File: config.mk
export PLATFORM = sky130hd
export DESIGN_NAME = dcm_ctrl
export DESIGN_NICKNAME = d
export VERILOG_FILES = /design/src/rtl/dcm_ctrl.sv
export SDC_FILE = /design/constraint.sdc
export NUM_CORES = 1
export LEC_CHECK = 0
export CORE_MARGIN = 5
export CORE_UTILIZATION = 61
export DETAILED_ROUTE_END_ITERATION = 7
export GPL_ROUTABILITY_DRIVEN = 0
export PLACE_DENSITY = 0.85
export SLEW_MARGIN = 15
export SYNTH_ARGS = -nofsm -noshare
export SYNTH_HDL_FRONTEND = slang
export SYNTH_SLANG_ARGS = --single-unit
File: constraint.sdc
create_clock -name clock -period 7.23 [get_ports clock]
set_input_delay 1.446 -clock clock [delete_from_list [all_inputs] [get_ports clock]]
set_output_delay 1.446 -clock clock [all_outputs]
set_load 0.005 [all_outputs]
File: src/rtl/dcm_ctrl.sv
// dcm_ctrl: sequences DCM reset pulses, lock-timeout retries and stable-lock release
// of the system reset for the generated clock domain.
module dcm_ctrl #(
    parameter int RST_CYCLES    = 4,
    parameter int LOCK_TIMEOUT  = 65536,
    parameter int STABLE_CYCLES = 1024,
    parameter int MAX_RETRY     = 7
) (
    input  logic       clock,
    input  logic       reset,
    input  logic       locked,
    output logic       dcmReset,
    output logic       sysReset,
    output logic       ready,
    output logic       fail,
    output logic [2:0] retries
);
    localparam int MAXC = LOCK_TIMEOUT > STABLE_CYCLES ? LOCK_TIMEOUT : STABLE_CYCLES;
    localparam int CW   = $clog2(MAXC + 1);
    typedef enum logic [2:0] {PULSE, WAIT, STABLE, RUN, FAIL} state_t;
    state_t        state, state_nxt;
    logic [CW-1:0] cnt;
    logic [1:0]    sync;
    logic [2:0]    retries_nxt;
    logic          lock_s, timeout;
    assign lock_s  = sync[1];
    assign timeout = cnt == CW'(LOCK_TIMEOUT - 1);
    // A timeout on the last WAIT cycle wins even if lock arrives in that same cycle
    always_comb begin
        state_nxt   = state;
        retries_nxt = retries;
        case (state)
            PULSE:   state_nxt = cnt == CW'(RST_CYCLES - 1) ? WAIT : PULSE;
            WAIT: begin
                if (timeout) begin
                    state_nxt   = retries < 3'(MAX_RETRY) ? PULSE : FAIL;
                    retries_nxt = retries < 3'(MAX_RETRY) ? retries + 3'd1 : retries;
                end else if (lock_s) begin
                    state_nxt = STABLE;
                end
            end
            STABLE:  state_nxt = !lock_s ? PULSE : cnt == CW'(STABLE_CYCLES - 1) ? RUN : STABLE;
            RUN:     state_nxt = lock_s ? RUN : PULSE;
            default: state_nxt = FAIL;
        endcase
    end
    // Outputs are registered from the next state so they change on the same edge as state
    always_ff @(posedge clock or posedge reset) begin
        if (reset) begin
            state    <= PULSE;
            cnt      <= '0;
            retries  <= '0;
            sync     <= '0;
            dcmReset <= 1'b1;
            sysReset <= 1'b1;
            ready    <= 1'b0;
            fail     <= 1'b0;
        end else begin
            sync     <= {sync[0], locked};
            state    <= state_nxt;
            retries  <= retries_nxt;
            cnt      <= (state_nxt != state || state == RUN || state == FAIL) ? '0 : cnt + CW'(1);
            dcmReset <= state_nxt == PULSE;
            sysReset <= state_nxt != RUN;
            ready    <= state_nxt == RUN;
            fail     <= state_nxt == FAIL;
        end
    end
endmodule

# After elaboration in Yosys (flattened, before gate mapping)
# Index checks and enable logic that the tools add are counted.
# W data, S select, Z words.
[totals]
inputBits = 3
register_bits = 29
out_inout_bits = 7
[classes]
reduce_logical = 5
n_lt_le_gt_ge = 1
n_mux = 9
n_eq_ne = 11
add_sub_neg = 2
[op_table]
columns = ["op", "count"]
rows = [
  ["$add A17 B1 Y17 const B", 1],
  ["$eq A17 B10 Y1 const B", 1],
  ["$eq A17 B16 Y1 const B", 1],
  ["$eq A17 B2 Y1 const B", 1],
  ["$mux W17", 1],
  ["$pmux W3 S4", 1],
  ["$eq A3 B2 Y1 const B", 3],
  ["$mux W3", 3],
  ["$eq A3 B3 Y1 const B", 2],
  ["$logic_not A3 Y1", 2],
  ["$mux W2", 2],
  ["$add A3 B1 Y3 const B", 1],
  ["$eq A3 B1 Y1 const B", 1],
  ["$lt A3 B3 Y1 const B", 1],
  ["$ne A3 B2 Y1 const B", 1],
  ["$ne A3 B3 Y1", 1],
  ["$reduce_and A3 Y1", 1],
  ["$logic_or A1 B1 Y1", 2],
  ["$mux W1", 2],
]

# Depth between registers and ports, before layout
[depth]
ltp_word = 8
depth_mapped = 11
ltp_nobuf = 8

# Least setup slack after synthesis
# OpenSTA, ideal clock, no wires.
[synth_path]
kind = "register -> register"
startpoint = "register cnt[2]"
endpoint = "register cnt[1]"
period_less_slack_ns = 2.432
arrival_ns = 2.352
stages_incl_launch_ff = 12
path_buffers = 4
setup_ns = 0.080
required_ns = 7.150
path_slack_ns = 4.798
cell_sequence = "dfrtp_1 -> clkbuf_2 -> and4_1 -> buf_2 -> and3_1 -> and4_1 -> ha_1 -> or4b_1 -> nand2b_4 -> buf_6 -> buf_6 -> o22ai_2"
[synth_between]
elab_chain_len = 8
elab_cells_between_ends = 12
cone_classes = "4 x eq/ne; 6 x mux; 2 x reduce/logical"
[synth_lines]
columns = ["element", "line", "source"]
rows = [
  ["start, declared", "22", "logic [CW-1:0] cnt;"],
  ["start signal, assigned", "62", "cnt <= (state_nxt != state || state == RUN || state == FAIL) ? '0 : cnt + CW'(1);"],
  ["$eq A17 B10 Y1", "42", "STABLE: state_nxt = !lock_s ? PULSE : cnt == CW'(STABLE_CYCLES - 1) ? RUN : STABLE;"],
  ["$mux W1", "42", ""],
  ["$mux W2", "42", ""],
  ["$pmux W3 S4 (*)", "32", "case (state)"],
  ["$ne A3 B3 Y1 (*)", "62", ""],
  ["$logic_or A1 B1 Y1 (*) (2 in a row)", "62", ""],
  ["$mux W17 (*)", "62", ""],
]
# Every way passes the cells marked *; elsewhere a longest branch is shown, timed or not.
# A chain may end at the register's enable or synchronous reset.

# Worst setup path after layout
[layout_path]
startpoint = "register retries[2]"
endpoint = "output retries[2]"
[layout_lines]
columns = ["element", "line", "source"]
rows = [
  ["start, declared", "16", "output logic [2:0] retries"],
  ["start signal, assigned", "61", "retries <= retries_nxt;"],
]
# No word-level cell between the ends.

==> flow_summary.yaml <==
clocking:
  post-cts-setup-buffers: 0
  htreeDepth: 2
  hold_buffers: 0
  cts.clk_slew.worst_paths_ns: 0.10
  cts_resized: 0
  cts_buffers: 5
  cts_buffer_depth: 2
  insertion_delay_ns: 0.33
  cts_tree: "yes"
  cts.sinks: 29
  cts_root_buf: "clkbuf_4"
power_and_ir_drop:
  p_leak_uw: 0.000732
  ir_drop_mv: 0.291
  powerDensity_mw_per_mm2: 291
  power.total_uw: 473
yosys:
  syn_inst: 138
  ys_top_cells_by_area: "dfrtp_1 46%, xor2_1 6.0%, dfstp_2 3.6%"
  syn_area_mm2: 0.00146
  syn-num-nets: 144
  synth-seq-area-share_pct: 49.7
  yosysTopAreaCell: "dfrtp_1"
  avgSynthCellArea_um2: 10.6
  ys_seq_elements: 29
  synthDistinctLibCells: 39
  ys.warnings.count: 0
  synth_top_area_share_pct: 46.2
route:
  routed_via_density: 6.36
  drc_errors: 0
  wl_um: 2940
  first_pass_iters: 4
  drtAntennaViolNets: 0
  drtIter0Drc: 27
  via_count: 1120
  wl_per_cell_um: 16.7
timing:
  relSlewSlack_pct: 47.0
  fmax_ghz: 0.356
  slew_viol_final: 0
  worst_pin_slew_ns: 0.789
  finalHoldViolCount: 0
  finalSetupTns_ns: 0
  period_share_pct: 38.9
  rsz0062_at_grt: "no"
  setup_violations: 0
  finClkSkew_ns: 0.00615
  setup_ws_ns: 4.42
  fin_crit_ns: 2.81
hold_path:
  hp-class: "reg -> reg"
  hold_depth: 0
  min_from: "sync[0]$_DFF_PP0_"
setup_path:
  critPathMaxFanout: 7
  cp_data_required_time_ns: 5.78
  path_buf_inv: 1
  r2r_start: "cnt[2]$_DFF_PP0_"
  cp-start-kind: "flop"
  path_depth: 1
  path_cells: "clkdlybuf4s50_1"
  arrival_ns: 1.36
  cpLargestDelayFamily: "buffers and inverters"
  slowest_stage: "clkdlybuf4s50_1"
  crit_start: "retries[2]$_DFFE_PP0P_"
  worst_path_largest_cell_delay_ns: 0.56
  path_class: "reg -> out"
  critPathCaptureType: "output port"
  reg2regPathDepth: 8
final_layout:
  drive_gt1_share_pct: 10.1
  insertedDiodeCount: 0
  syn_to_final_growth_pct: 11.3
  final_area_mm2: 0.00163
  fill_cells: 179
  finalNetCount: 153
die:
  dieArea_mm2: 0.00348
  fp.dieH_um: 59.0
  start_util_pct: 64.9
  ioPinCount: 10
  rows: 17
  coreArea_mm2: 0.00225
  die_w_um: 59.0
global_routing:
  grt_pass1_wl_um: 5160
  antenna_found_initial: 0
  grt_pass1_vias: 1120
  grt_max_degree: 30
  grt-ovfl-total: 0
  track_usage_pct: 20.2
place:
  pre_cts_ws_ns: 4.49
  portBuffers: 9
  dp_hpwl_um: 1990
  placed_area_mm2: 0.00154
status:
  status: "complete, no violations"
job:
  maxCapViolCount: 0
[path summary, 6_finish.rpt]
path	slack (ns)	to
max in group asynchronous	5.36	sysReset$_DFF_PP1_
min in group asynchronous	1.49	retries[2]$_DFFE_PP0P_
worst min-delay path	0.36	sync[1]$_DFF_PP0_
worst max register to register	4.53	dcmReset$_DFF_PP1_
worst max-delay path	4.42	retries[2]
worst min register to register	0.36	sync[1]$_DFF_PP0_
[stage by stage]
stage | util [%] | hold slack, ns | cells
2_1_floorplan | - | 0.331 | 138
3_3_place_gp | 68.3 | 0.339 | 168
3_5_place_dp | 68.3 | 0.342 | 168
4_1_cts | 72.3 | 0.366 | 176
5_1_grt | 72.3 | 0.387 | 176
6_report | 72.3 | 0.362 | 176
[metal layers]
layer  wire [um]  track usage, %
met5           0               0
met4          45            9.71
met3         120            4.79
met2        1530            34.7
met1        1250            23.7
[cells in the mapped netlist, drive strengths merged]
master,number
o21bai,1
nor4,3
dfstp,2
xnor2,3
o31ai,2
nor4b,1
nor3,5
a21o,1
and3,3
buf,5
nand3,7
a21oi,11
ha,3
nand4,7
a22o,1
or3,2
clkbuf,2
nor2,1
and4,4
a41o,3
a31oi,1
xor2,10
o21ai,4
o22ai,1
nand2b,1
a21boi,1
inv,5
o21a,1
and3b,1
nand2,9
dfrtp,27
and2,3
a211oi,6
or4b,1
[area by class of cell]
type | instances | area [um^2] | share of cell area, %
Inverter | 5 | 18.8 | 1.15
Clock inverter | 2 | 37.5 | 2.30
Clock buffer | 6 | 51.3 | 3.15
Tap cell | 28 | 35.0 | 2.15
Multi-Input combinational cell | 97 | 668 | 41.0
Timing Repair Buffer | 9 | 90.1 | 5.53
Sequential cell | 29 | 728 | 44.7
[cells by family after synthesis]
group | Yosys count | synth area share, %
xor+xnor | 13 | 7.78
flops | 29 | 49.7
compound gates | 33 | 15.7
fa+ha+maj | 3 | 2.56
simple gates | 48 | 19.6
buf+inv | 12 | 4.62
[cell usage in the layout (no fill, tap or decap), types with 2 or more instances in the layout]
master | netlist | routed
xnor2_1 | 3 | 3
and4_1 | 4 | 4
inv_1 | 5 | 4
dfstp_2 | 2 | 2
ha_1 | 3 | 3
a41o_1 | 3 | 3
clkdlybuf4s50_1 | 0 | 9
nand3_1 | 7 | 7
nand4_1 | 7 | 7
xor2_1 | 10 | 10
nor3_1 | 5 | 5
clkbuf_4 | 0 | 5
dfrtp_1 | 27 | 27
or3_1 | 2 | 2
and2_1 | 3 | 3
nand2_1 | 9 | 9
o31ai_1 | 2 | 2
o21ai_0 | 3 | 3
nor4_1 | 3 | 3
a21oi_1 | 10 | 10
and3_1 | 3 | 3
a211oi_1 | 6 | 6
[registers in the layout, summed over array words and instances (netlist names)]
name      count
ready         1
retries       3
fail          1
state         3
dcmReset      1
sync          2
sysReset      1
cnt          17
[worst register-to-register path, stage by stage (launching register included)]
cell	delay [ns]
dfrtp_1	0.47
and4_1	0.46
and3_1	0.26
and4_1	0.20
ha_1	0.18
nand2_1	0.06
nor3_1	0.61
a41o_1	0.31
nor3_1	0.07
[power by group]
part	total [uW]	internal [uW]	switching, uW
clock	141	82.1	59.3
sequential	207	183	23.1
combinational	125	47.3	78.1
total	473	313	161
No activity file was read; power rests on OpenSTA's default activity.
